`src/rtl/act_pkg.sv`:
```
// act_pkg: shared definitions for the activation-memory address generator.
//   NUM_BANKS   - number of activation SRAM banks
//   ACT_ADDR_W  - default per-bank activation memory address width
//   MODE_*      - conv_or_fc mode codes
//   act_state_e - address generator FSM state encoding
package act_pkg;

    localparam int unsigned NUM_BANKS  = 3;
    localparam int unsigned ACT_ADDR_W = 13;

    localparam logic [1:0] MODE_CONV = 2'b01;
    localparam logic [1:0] MODE_FC   = 2'b10;

    typedef enum logic [1:0] {
        ST_IDLE = 2'd0,
        ST_CONV = 2'd1,
        ST_FC   = 2'd2
    } act_state_e;

endpackage

```
`src/rtl/act_win_cnt.sv`:
```
// act_win_cnt: nested column / output-row counter for the CONV sliding window.
// The counter holds the position of the read currently presented on the bus.
//   clk, rst_n  - clock, async active-low reset
//   clr         - restart at col = 0, row = 0
//   step        - advance one position (ignored while stall is high)
//   stall       - hold all counters
//   width, rows - latched feature-map width W and height H
//   col         - current column
//   row_end_c   - current column is W-1
//   last_c      - current position is the final read (row H-3, col W-1)
module act_win_cnt
    import act_pkg::*;
#(
    parameter int unsigned DIM_W = 8
) (
    input  logic             clk,
    input  logic             rst_n,
    input  logic             clr,
    input  logic             step,
    input  logic             stall,
    input  logic [DIM_W-1:0] width,
    input  logic [DIM_W-1:0] rows,
    output logic [DIM_W-1:0] col,
    output logic             row_end_c,
    output logic             last_c
);

    logic [DIM_W-1:0] orow;

    // Terminal flags; rows >= 3 is guaranteed whenever the counter is in use
    always_comb begin
        row_end_c = (col == width - DIM_W'(1));
        last_c    = row_end_c && (orow == rows - DIM_W'(3));
    end

    // Column counter wraps into the output-row counter at row end
    always_ff @(posedge clk or negedge rst_n) begin
        if (!rst_n) begin
            col  <= '0;
            orow <= '0;
        end else if (clr) begin
            col  <= '0;
            orow <= '0;
        end else if (step && !stall) begin
            if (row_end_c) begin
                col  <= '0;
                orow <= orow + DIM_W'(1);
            end else begin
                col  <= col + DIM_W'(1);
            end
        end
    end

endmodule

```
`src/rtl/act_addr_gen.sv`:
```
// act_addr_gen: address generator for the three-bank activation buffer.
// CONV streams a 3-row sliding window with rotating bank-to-row mapping;
// FC streams a linear read with all banks at the same index.
//   clk, rst_n          - clock, async active-low reset
//   act_load            - start pulse (honoured only in IDLE)
//   conv_or_fc          - 01 CONV, 10 FC, other codes ignored
//   cfg_width/cfg_rows  - feature-map width W and height H
//   cfg_fc_len          - FC read count N
//   stall               - freeze: no read issued, counters hold
//   abort               - synchronous return to IDLE, outputs cleared
//   act_mem_addr_1/2/3  - bank 0/1/2 read addresses
//   en_act_mem          - read enable common to all banks
//   row_sel             - bank feeding register-file row 0
//   busy                - high while streaming
//   go_next_stage       - one-cycle done pulse
module act_addr_gen
    import act_pkg::*;
#(
    parameter int unsigned ADDR_W = ACT_ADDR_W,
    parameter int unsigned DIM_W  = 8,
    parameter int unsigned LEN_W  = 13
) (
    input  logic              clk,
    input  logic              rst_n,
    input  logic              act_load,
    input  logic [1:0]        conv_or_fc,
    input  logic [DIM_W-1:0]  cfg_width,
    input  logic [DIM_W-1:0]  cfg_rows,
    input  logic [LEN_W-1:0]  cfg_fc_len,
    input  logic              stall,
    input  logic              abort,
    output logic [ADDR_W-1:0] act_mem_addr_1,
    output logic [ADDR_W-1:0] act_mem_addr_2,
    output logic [ADDR_W-1:0] act_mem_addr_3,
    output logic              en_act_mem,
    output logic [1:0]        row_sel,
    output logic              busy,
    output logic              go_next_stage
);

    act_state_e state_q, state_d;

    logic [ADDR_W-1:0] addr_q [NUM_BANKS];
    logic [ADDR_W-1:0] addr_d [NUM_BANKS];
    logic [ADDR_W-1:0] base_q [NUM_BANKS];
    logic [ADDR_W-1:0] base_d [NUM_BANKS];
    logic              en_q, en_d;
    logic [1:0]        row_sel_q, row_sel_d;
    logic              busy_q, busy_d;
    logic              done_q, done_d;
    logic [DIM_W-1:0]  width_q, width_d;
    logic [DIM_W-1:0]  rows_q, rows_d;
    logic [LEN_W-1:0]  len_q, len_d;
    logic [LEN_W-1:0]  idx_q, idx_d;
    logic [LEN_W-1:0]  idx_nxt;
    logic [ADDR_W-1:0] col_nxt;

    logic              cnt_clr, cnt_step;
    logic [DIM_W-1:0]  col;
    logic              row_end_c, last_c;
    logic              start_conv_c, start_fc_c, degen_c, fc_last_c;

    act_win_cnt #(.DIM_W(DIM_W)) u_win_cnt (
        .clk       (clk),
        .rst_n     (rst_n),
        .clr       (cnt_clr),
        .step      (cnt_step),
        .stall     (stall),
        .width     (width_q),
        .rows      (rows_q),
        .col       (col),
        .row_end_c (row_end_c),
        .last_c    (last_c)
    );

    // Start decode and FC terminal index
    always_comb begin
        start_conv_c = act_load && (conv_or_fc == MODE_CONV) && (cfg_rows >= DIM_W'(3));
        start_fc_c   = act_load && (conv_or_fc == MODE_FC) && (cfg_fc_len != '0);
        degen_c      = act_load && (((conv_or_fc == MODE_CONV) && (cfg_rows < DIM_W'(3))) ||
                                    ((conv_or_fc == MODE_FC) && (cfg_fc_len == '0)));
        fc_last_c    = (idx_q == len_q - LEN_W'(1));
        idx_nxt      = idx_q + LEN_W'(1);
        col_nxt      = ADDR_W'(col) + ADDR_W'(1);
    end

    // State register
    always_ff @(posedge clk or negedge rst_n) begin
        if (!rst_n) begin
            state_q <= ST_IDLE;
        end else begin
            state_q <= state_d;
        end
    end

    // Next-state logic
    always_comb begin
        state_d = state_q;
        if (abort) begin
            state_d = ST_IDLE;
        end else begin
            case (state_q)
                ST_IDLE: begin
                    if (start_conv_c)    state_d = ST_CONV;
                    else if (start_fc_c) state_d = ST_FC;
                end
                ST_CONV: if (last_c)    state_d = ST_IDLE;
                ST_FC:   if (fc_last_c) state_d = ST_IDLE;
                default: state_d = ST_IDLE;
            endcase
        end
    end

    // Output / datapath next values; done completes even if stall is high
    always_comb begin
        addr_d    = addr_q;
        base_d    = base_q;
        en_d      = 1'b0;
        row_sel_d = row_sel_q;
        busy_d    = busy_q;
        done_d    = 1'b0;
        width_d   = width_q;
        rows_d    = rows_q;
        len_d     = len_q;
        idx_d     = idx_q;
        cnt_clr   = 1'b0;
        cnt_step  = 1'b0;
        if (abort) begin
            for (int unsigned b = 0; b < NUM_BANKS; b++) begin
                addr_d[b] = '0;
                base_d[b] = '0;
            end
            row_sel_d = '0;
            busy_d    = 1'b0;
        end else begin
            case (state_q)
                ST_IDLE: begin
                    if (start_conv_c) begin
                        width_d = cfg_width;
                        rows_d  = cfg_rows;
                        cnt_clr = 1'b1;
                        for (int unsigned b = 0; b < NUM_BANKS; b++) begin
                            addr_d[b] = '0;
                            base_d[b] = '0;
                        end
                        en_d      = 1'b1;
                        row_sel_d = '0;
                        busy_d    = 1'b1;
                    end else if (start_fc_c) begin
                        len_d = cfg_fc_len;
                        idx_d = '0;
                        for (int unsigned b = 0; b < NUM_BANKS; b++) begin
                            addr_d[b] = '0;
                        end
                        en_d      = 1'b1;
                        row_sel_d = '0;
                        busy_d    = 1'b1;
                    end else if (degen_c) begin
                        done_d = 1'b1;
                    end
                end
                ST_CONV: begin
                    if (last_c) begin
                        busy_d = 1'b0;
                        done_d = 1'b1;
                    end else begin
                        cnt_step = 1'b1;
                        if (!stall) begin
                            en_d = 1'b1;
                            // Row end: the bank holding the oldest row moves down by W
                            for (int unsigned b = 0; b < NUM_BANKS; b++) begin
                                if (row_end_c) begin
                                    if (row_sel_q == 2'(b)) begin
                                        base_d[b] = base_q[b] + ADDR_W'(width_q);
                                    end
                                    addr_d[b] = base_d[b];
                                end else begin
                                    addr_d[b] = base_q[b] + col_nxt;
                                end
                            end
                            if (row_end_c) begin
                                row_sel_d = (row_sel_q == 2'd2) ? 2'd0 : row_sel_q + 2'd1;
                            end
                        end
                    end
                end
                ST_FC: begin
                    if (fc_last_c) begin
                        busy_d = 1'b0;
                        done_d = 1'b1;
                    end else if (!stall) begin
                        idx_d = idx_nxt;
                        for (int unsigned b = 0; b < NUM_BANKS; b++) begin
                            addr_d[b] = ADDR_W'(idx_nxt);
                        end
                        en_d = 1'b1;
                    end
                end
                default: busy_d = 1'b0;
            endcase
        end
    end

    // Output and datapath registers
    always_ff @(posedge clk or negedge rst_n) begin
        if (!rst_n) begin
            for (int unsigned b = 0; b < NUM_BANKS; b++) begin
                addr_q[b] <= '0;
                base_q[b] <= '0;
            end
            en_q      <= 1'b0;
            row_sel_q <= '0;
            busy_q    <= 1'b0;
            done_q    <= 1'b0;
            width_q   <= '0;
            rows_q    <= '0;
            len_q     <= '0;
            idx_q     <= '0;
        end else begin
            for (int unsigned b = 0; b < NUM_BANKS; b++) begin
                addr_q[b] <= addr_d[b];
                base_q[b] <= base_d[b];
            end
            en_q      <= en_d;
            row_sel_q <= row_sel_d;
            busy_q    <= busy_d;
            done_q    <= done_d;
            width_q   <= width_d;
            rows_q    <= rows_d;
            len_q     <= len_d;
            idx_q     <= idx_d;
        end
    end

    assign act_mem_addr_1 = addr_q[0];
    assign act_mem_addr_2 = addr_q[1];
    assign act_mem_addr_3 = addr_q[2];
    assign en_act_mem     = en_q;
    assign row_sel        = row_sel_q;
    assign busy           = busy_q;
    assign go_next_stage  = done_q;

endmodule
```
`config.mk`:
```
export PLATFORM = sky130hd
export DESIGN_NAME = act_addr_gen
export DESIGN_NICKNAME = d
export VERILOG_FILES = /design/src/rtl/act_pkg.sv /design/src/rtl/act_win_cnt.sv /design/src/rtl/act_addr_gen.sv
export SDC_FILE = /design/constraint.sdc
export NUM_CORES = 1
export LEC_CHECK = 0
export CORE_MARGIN = 1.5
export CORE_UTILIZATION = 40
export DETAILED_ROUTE_END_ITERATION = 12
export PLACE_DENSITY = 0.69
export SLEW_MARGIN = 0
export SYNTH_ARGS = -nofsm -noshare
export SYNTH_HDL_FRONTEND = slang
export SYNTH_SLANG_ARGS = --single-unit
```
`constraint.sdc`:
```
create_clock -name clk -period 3.7 [get_ports clk]
set_clock_uncertainty 0.1 [all_clocks]
set_input_delay 0.925 -clock clk [delete_from_list [all_inputs] [get_ports clk]]
set_output_delay 0.925 -clock clk [all_outputs]
set_load 0.01 [all_outputs]
```
After elaboration in Yosys (flattened, before gate mapping)
Cells that the tools add are included.

storage, ports and cells
  memories = 0
  flip-flop bits (word level) = 143
  latch bits = 0
  memory bits (read-only) = 0
  input bits = 36
  memory bits (writable) = 0
  word-level logic and storage cells = 158
  output and inout bits = 44

cells by class
  $lt $le $gt $ge = 2
  bitwise operators = 2
  shift-type cells = 0
  $add $sub $neg = 14
  $mul = 0
  muxes and demuxes = 73
  reduce and logical (&&, ||, !) cells = 28
  eq/ne operators = 22
  divide/modulo/power cells = 0

operators by type and width
  kind                                                 number
  two-way mux 39 bit                                   11
  two-way mux 13 bit                                   13
  case mux 39 bit (3 select lines)                     1
  case mux 39 bit (2 select lines)                     1
  two-way mux 8 bit                                    6
  adder 13 x 8 -> 13 bit                               3
  adder 13 x 9 -> 13 bit                               3
  case mux 13 bit (2 select lines)                     1
  two-way mux 2 bit                                    12
  != test 3 bit, second input constant                 8
  two-way mux 1 bit                                    23
  adder 8 x 1 -> 8 bit, second input constant          2
  equality test 8 bit                                  2
  adder 13 x 1 -> 13 bit, second input constant        1
  equality test 13 bit                                 1
  logical NOT 13 bit                                   1
  nonzero test 13 bit                                  1
  subtractor 13 x 1 -> 13 bit, second input constant   1
  AND reduction 6 bit                                  2
  AND reduction 5 bit                                  2
  adder 8 x 1 -> 9 bit, second input constant          1
  logical AND 1 bit                                    9
  case mux 1 bit (3 select lines)                      3
  >= comparator 8 x 2 -> 1 bit, second input constant  1
  other kinds (20)                                     32

Logic depth before layout (Yosys ltp)
Gate-level depths: netlist (run 1).

  depth in word-level cells = 9
  gate-level depth with buffers = 14
  depth with buffers taken out = 13

Modules after synthesis
A second synthesis (run 1) with hierarchy kept.

unflattened totals
  cells, all modules = 1198
  area, all modules = 10770.3 um^2

by module, submodules not included
  module        times used  area an instance (um^2)  sequential area each (um^2)  cells each
  act_addr_gen  1           9385.3                   3178.0                       1038
  act_win_cnt   1           1385.1                   400.4                        160

Worst setup path after synthesis (run 1)
OpenSTA, ideal clock, no wires.

  path type = reg2reg
  start point = reg width_q[1]
  end point = reg addr_q, in the netlist act_mem_addr_1[12]
  path slack = 0.539 ns
  clock period less this slack = 3.161 ns
  arrival time = 2.935 ns
  cell stages (with the launch flop) = 14
  required time = 3.474 ns
  path buffers = 3
  setup time = 0.126 ns
  cells stage by stage = dfrtp_1 > inv_1 > ha_1 > clkbuf_1 > or4_1 > mux2i_1 > o21ai_1 > a2111o_1 > buf_6 > nor3_4 > a221o_1 > buf_6 > nor2_4 > a221o_1

on the way
  longest elaborated chain between the ends = 7
  elaborated cells between the ends (all ways) = 12
  classes of those cells = add/sub: 2; eq/ne: 2; mux: 6; reduce/logical: 2

ends and longest elaborated chain
  item                                                                 RTL line                                RTL
  from (decl)                                                          act_addr_gen.sv:51                      logic [DIM_W-1:0] width_q, width_d;
  from (signal assigned)                                               act_addr_gen.sv:228                     width_q <= width_d;
  subtractor 8 x 1 -> 8 bit or adder 13 x 8 -> 13 bit (tied branches)  act_win_cnt.sv:32, act_addr_gen.sv:174
  equality test 8 bit or two-way mux 13 bit (tied branches)            act_win_cnt.sv:32, act_addr_gen.sv:173
  two-way mux 13 bit                                                   act_addr_gen.sv:172                     if (row_end_c) begin
  two-way mux 39 bit                                                   act_addr_gen.sv:168                     if (!stall) begin
  two-way mux 39 bit                                                   act_addr_gen.sv:163                     if (last_c) begin
  case mux 39 bit (3 select lines)                                     act_addr_gen.sv:136                     case (state_q)
  two-way mux 39 bit                                                   act_addr_gen.sv:128                     if (abort) begin
  to (signal, indexed assignment)                                      act_addr_gen.sv:221                     addr_q[b] <= addr_d[b];
  to (decl)                                                            act_addr_gen.sv:43                      logic [ADDR_W-1:0] addr_q [NUM_BANKS];

Several ways; a longest one is shown, not always the timed one. The select of a mux whose other input is x is not followed.
A chain may end at the register's enable or synchronous reset.

Worst setup path in the final report (run 1)
  start point = reg u_win_cnt.col[0]
  end point = reg addr_q, in the netlist act_mem_addr_3[9]

on the way
  longest elaborated chain between the ends = 7
  elaborated cells between the ends (all ways) = 11
  classes of those cells = add/sub: 2; eq/ne: 2; mux: 5; reduce/logical: 2

ends and longest elaborated chain
  item                              RTL line             RTL
  from (decl)                       act_win_cnt.sv:23    output logic [DIM_W-1:0] col,
  from (signal assigned)            act_win_cnt.sv:49    col <= col + DIM_W'(1);
  adder 8 x 1 -> 9 bit              act_addr_gen.sv:84   col_nxt = ADDR_W'(col) + ADDR_W'(1);
  adder 13 x 9 -> 13 bit            act_addr_gen.sv:178  addr_d[b] = base_q[b] + col_nxt;
  two-way mux 13 bit                act_addr_gen.sv:172
  two-way mux 39 bit                act_addr_gen.sv:168
  two-way mux 39 bit                act_addr_gen.sv:163
  case mux 39 bit (3 select lines)  act_addr_gen.sv:136
  two-way mux 39 bit                act_addr_gen.sv:128

Several ways; a longest one is shown, not always the timed one. The select of a mux whose other input is x is not followed.

==> results_dict.tcl, run 1 <==
set metrics [dict create \
    core_mm2 0.02621 \
    synth_ff_type "dfrtp_1" \
    grt_pass1_wl_mm 48.84 \
    cp_top_family "simple AND/OR/NAND/NOR gates" \
    post_drt_wl_per_cell_um 18.82 \
    ios 80 \
    firstDrtPassIters 5 \
    status "finished, final reports clean" \
    grt_use_total_pct 22.26 \
    mostFrequentLayoutCell "dfrtp_1" \
    cts_buffers 17 \
    initial_utilization_pct 41.10 \
    path_clk_slew_ns 0.07 \
    synth_seq_cells 143 \
    min_period_over_period_pct 93.05 \
    std_cell_rows 59 \
    synth_enable_flop_cells 0 \
    routed_via_density 5.837 \
    critical_path.slowest_cell "xnor2_1" \
    grt_pass1_vias 9030 \
    post-route-min-period_ns 3.443 \
    dieHeight_um 167.1 \
    hp-class "input pin to async pin" \
    cp_data_arrival_time_ns 3.67 \
    final_nets 1376 \
    setup_viol 0 \
    synth_cell_type_count 83 \
    area_growth_syn_to_layout_pct 17.18 \
    port_buffers 79 \
    timing_hold_violations_final 0 \
    critPathKind "flip-flop to flip-flop" \
    dp_hpwl_mm 22.66 \
    diodes 0 \
    detailroute.via_count 9450 \
    p_leak_nw 5.254 \
    fmax_ghz 0.2904 \
    rsz0062_at_grt "false" \
    syn_area_mm2 0.01077 \
    reg2reg_from "u_win_cnt.col[0]" \
    cts_setup_buffers 0 \
    avgSynthCellArea_um2 9.058 \
    cts.sinks 143 \
    startpoint_type "flip-flop" \
    layoutNonFillerInstCount 1619 \
    setup_tns_ns 0 \
    syn_nets 1294 \
    async_flop_share_pct 100.0 \
    drc 0 \
    ys_warn_count 0 \
    dp.cells 1587 \
    critPathCaptureType "flip-flop" \
    die_x_um 167.1 \
    syn_inst 1189 \
    worstPathCellList "ha_1, nand3_1, nor2_1, xnor2_1, ha_1, nor3_1, nor2_1, o41ai_1, buf_4, o21a_1, and3_1, o21ai_0, nand4_1, a22o_1" \
    root_buffer "clkbuf_16" \
    first_iter_violations 769 \
    ctsHoldBuffers 0 \
    cpPeakStageDelay_ns 0.46 \
    maxCapViolations 0 \
    crit_path_start "u_win_cnt.col[0]" \
    yosys.area.top_type "dfrtp_1" \
    drv_slew 0 \
    wirelength_mm 30.47 \
    power-per-cell-area_mw_per_mm2 374.5 \
    crit_fanout 7 \
    clk_latency_ns 0.45 \
    n_fill_cell 2434 \
    vdd_drop_max_mv 0.2286 \
    cts_resized 0 \
    clk_path_buf_depth 2 \
    layout-drive-gt1-share_pct 11.53 \
    ant_nets 0 \
    finalPower_mw 4.726 \
    gp_congestion 0.8862 \
    crit_required_ns 3.92 \
    cts_max_level 4 \
    overflow 0 \
    placed_cell_area_mm2 0.01205 \
    ys_seq_area_share_pct 33.22 \
    synth_top_cell_area_share_pct 33.22 \
    tritoncts "built" \
    antenna_found_initial 0 \
    die-area_mm2 0.02792 \
    path_buf_inv 1 \
    tightest_slew_ns 0.6646 \
    grt_max_degree 69 \
    layout_common_cells "dfrtp_1, nand2_1, nor2_1" \
    stdcell_area_mm2 0.01262 \
    relSlewSlack_pct 55.69 \
    hold_ws_ns 0.3826 \
    synthTopCellsByArea "dfrtp_1, ha_1, xnor2_1, a21oi_1, o21ai_0" \
]
[kinds of logic (layout without fill, tap and decap cells)]
family,Yosys count,after routing,synth area share [%]
mux,57,57,6.122
buf+inv,100,195,4.101
xor+xnor,92,92,7.481
compound gates,351,351,22.73
simple gates,377,377,17.90
fa+ha+maj,69,69,8.434
flops,143,143,33.22
[synthesized netlist by cell type, drive strengths merged, types with 5 or more instances]
| cell type | n |
|---|---|
| o31a | 10 |
| xor2 | 35 |
| o31ai | 18 |
| o211ai | 19 |
| nor2b | 18 |
| o21a | 10 |
| ha | 63 |
| o21ai | 86 |
| and3 | 15 |
| and2 | 8 |
| a221o | 9 |
| a31oi | 15 |
| clkbuf | 39 |
| inv | 44 |
| buf | 17 |
| a21o | 8 |
| nand3 | 35 |
| or4 | 5 |
| xnor2 | 57 |
| a22o | 13 |
| nand2 | 101 |
| a21oi | 83 |
| mux2i | 13 |
| or3 | 11 |
| o2111ai | 5 |
| fa | 6 |
| dfrtp | 143 |
| or2 | 7 |
| nand4 | 16 |
| nor4 | 8 |
| mux2 | 44 |
| nor2 | 86 |
| nor3 | 33 |
| o221ai | 8 |
| o2bb2ai | 27 |
| a211oi | 6 |
| nand2b | 16 |
[state kept, by name, summed over array words and instances (netlist names)]
register	count
idx_q	13
u_win_cnt.col	8
len_q	13
width_q	8
act_mem_addr_2	13
state_q	2
en_act_mem	1
base_q	39
act_mem_addr_1	13
rows_q	8
go_next_stage	1
busy	1
row_sel	2
act_mem_addr_3	13
u_win_cnt.orow	8
[final cells by class]
cell class / count / area [um2] / share of cell area, %
multi-input cells: 946 / 6755 / 53.52
flip-flops and latches: 143 / 3578 / 28.35
repair buffers: 119 / 1130 / 8.952
clock buffers: 19 / 442.9 / 3.509
well taps: 335 / 419.2 / 3.321
inverters: 44 / 165.2 / 1.309
clock inverters: 13 / 130.1 / 1.031
[where the power goes]
group | switching [mW] | internal, mW
Clock | 0.749 | 0.955
Sequential | 0.184 | 1.66
Combinational | 0.680 | 0.500
[through the flow]
stage	utilization, %	setup slack, ns
after floorplan	-	0.5389
after global placement	45.97	0.2699
after detailed placement	45.97	0.1806
after CTS	48.16	0.2998
after global routing	48.16	0.06896
final	48.16	0.2571
[metal layers]
metal  vias up  global-route usage (%)  wire (um)
met1      4584                   31.30      14110
met5         -                       0          0
met4         0                   5.731        476
li1       4545                       -          -
met3        36                   4.183       2106
met2       285                   35.16      13780
[path summary, 6_finish.rpt]
check	to	slack, ns	cells past startpoint
worst max-delay path	act_mem_addr_3[9]	0.26	14
worst min-delay path	len_q[3]	0.38	1
worst max register to register	act_mem_addr_3[9]	0.26	14
worst min register to register	act_mem_addr_2[6]	0.39	1
max in group asynchronous	base_q[6]	2.32	2
min in group clk	act_mem_addr_2[6]	0.39	1
No activity file was read; power rests on OpenSTA's default activity.
==> run 2, diff against run 1 <==
Settings changed: PLACE_DENSITY 0.69 to 0.71.
Clock period 3.7 ns to 2.9 ns, I/O delays scaled along.
==> run 2 against run 1 <==
The run now ends with negative setup slack left. Core utilization increased by 10 points. Critical path depth is 2 lower. Register-to-register slack got worse by 0.49 ns. Power rose by 45%. Clock power grew 38%. Via count is 13% higher. First-iteration DRC count down 5.5%. Final cell count up 12%. Global-route usage grew 2.9 points. Fmax increased by 9.8%. Flip-flop and latch count stayed put. Largest power group is now clock.
==> results_dict.tcl, run 2 (synthesis gave the netlist of run 1 again) <==
set metrics [dict create \
    status "complete, but fails checks" \
    violations "negative setup slack" \
    worstPathCellList "buf_4, ha_1, inv_1, fa_2, nor2b_2, o31a_1, o311a_1, o31a_1, nand4_1, mux2i_1, xor2_1, a221o_1" \
    critPathCaptureType "flip-flop" \
    p_comb_share_pct 32.3 \
    p_int_mw 4.551 \
    vdd_drop_max_mv 0.3769 \
    std_cell_rows 59 \
    crit_fanout 7 \
    crit_top_cell "o31a_1" \
    drv_slew 0 \
    pwr-share-clk_pct 34.3 \
    routed_via_density 5.879 \
    tightest_slew_ns 0.8513 \
    tritoncts "built" \
    cts.sinks 143 \
    wirelength_mm 35.82 \
    relSlewSlack_pct 43.24 \
    critPathKind "flip-flop to flip-flop" \
    drc 0 \
    worst_slack_ns -0.2364 \
    layout_common_cells "buf_4, dfrtp_1, nand2_1" \
    first_iter_violations 727 \
    p_sw_share_pct 33.51 \
    maxCapViolations 0 \
    dp_hpwl_mm 25.11 \
    grt_use_total_pct 25.15 \
    ant_nets 0 \
    cp_top_family "compound AO/OA/AOI/OAI gates" \
    placed_cell_area_mm2 0.01334 \
    mostFrequentLayoutCell "buf_4" \
    crit_path_start "width_q[0]" \
    setup_tns_ns -10.89 \
    switchingPower_mw 2.293 \
    path_buf_inv 2 \
    cts_max_level 4 \
    rsz0062_at_grt "true" \
    power-per-cell-area_mw_per_mm2 445.5 \
    fin_util_pct 58.63 \
    min-delay-start "act_mem_addr_3[2]" \
    grt_pass1_vias 10625 \
    post-route-min-period_ns 3.136 \
    layout-drive-gt1-share_pct 32.05 \
    dieHeight_um 167.1 \
    final_nets 1569 \
    path_clk_slew_ns 0.07 \
    overflow 0 \
    clk_path_buf_depth 2 \
    port_buffers 79 \
    hp-class "flip-flop to flip-flop" \
    cpPeakStageDelay_ns 0.42 \
    startpoint_type "flip-flop" \
    core_mm2 0.02621 \
    die_x_um 167.1 \
    antenna_found_initial 0 \
    cp_data_arrival_time_ns 3.35 \
    stdcell_area_mm2 0.01536 \
    seqPwrFrac_pct 33.4 \
    gp_congestion 0.9677 \
    min_period_over_period_pct 108.2 \
    diodes 0 \
    grt_pass1_wl_mm 55.34 \
    ios 80 \
    finalPower_mw 6.844 \
    reg2reg_from "width_q[0]" \
    largest_reg_flops 39 \
    cts_buffers 17 \
    detailroute.via_count 10647 \
    crit_required_ns 3.11 \
    clk_latency_ns 0.44 \
    p_leak_nw 6.564 \
    initial_utilization_pct 41.10 \
    critical_path.slowest_cell "dfrtp_2" \
    root_buffer "clkbuf_16" \
    timing_hold_violations_final 0 \
    area_growth_syn_to_layout_pct 42.65 \
    setup_viol 79 \
    top_register "base_q" \
    fmax_ghz 0.3188 \
    post_drt_wl_per_cell_um 19.78 \
    die-area_mm2 0.02792 \
    grt_max_degree 69 \
    firstDrtPassIters 8 \
]
run 2: changes by cell type in the layout (fill, tap and decap cells not counted), moves of 14 or more:
cell       before  now
buf_6           1   29
o2bb2ai_1      27   13
ha_4            0   14
buf_12          3   17
ha_1           63   46
o21ai_1         5   24
o2bb2ai_2       0   14
o21ai_0        81   59
buf_4          37  185
run 2: layout make-up:
cell class                      instances  area, um2
Fill cell                            2052      10840
Multi-Input combinational cell        946       7704
Sequential cell                       143       3585
Timing Repair Buffer                  312       2877
Clock buffer                           19      452.9
Tap cell                              335      419.2
Inverter                               44      167.7
Clock inverter                         12      158.9
run 2: power by group through the flow:
stage	Combinational, mW	Clock, mW	Sequential, mW
after CTS	2.06	2.35	2.28
after global routing	2.38	2.44	2.30
after global placement	1.83	0	2.30
final	2.21	2.35	2.28
after floorplan	1.09	0	2.31
after detailed placement	1.88	0	2.31
run 2: worst paths after layout:
check | endpoint | slack [ns] | depth (start not counted)
setup / recovery | act_mem_addr_3[12] | -0.24 | 12
hold / removal | act_mem_addr_3[2] | 0.40 | 1
setup reg to reg | act_mem_addr_3[12] | -0.24 | 12
hold reg to reg | act_mem_addr_3[2] | 0.40 | 1
max in group asynchronous | width_q[0] | 1.51 | 3
min in group asynchronous | len_q[6] | 0.56 | 2
run 2: through the flow:
step	cells	worst slack, ns	hold WS, ns
2_1_floorplan	1189	-0.09020	0.3294
3_3_place_gp	1734	-0.5147	0.3745
3_5_place_dp	1734	-0.5332	0.3769
4_1_cts	1796	-0.2162	0.3939
5_1_grt	1811	-0.3421	0.4067
6_report	1811	-0.2364	0.3975
run 2: per-layer routing:
| layer | global-route usage (%) | wire length, um | vias up |
|---|---|---|---|
| li1 | - | - | 4938 |
| met1 | 31.62 | 14750 | 5195 |
| met2 | 41.02 | 16910 | 431 |
| met3 | 6.358 | 3011 | 83 |
| met4 | 10.79 | 1155 | 0 |
| met5 | 0 | 0 | - |
run 2: what timing repair did:
| action | in CTS | in global routing |
|---|---|---|
| endpoints found under the setup margin | 82 | 112 |
| hold buffers | 1 | 0 |
| resized for setup | 96 | 115 |
| setup buffers | 31 | 19 |
| gates cloned | 2 | 0 |
| pin swaps | 44 | 63 |
| endpoints found under the hold margin | 9 | 0 |
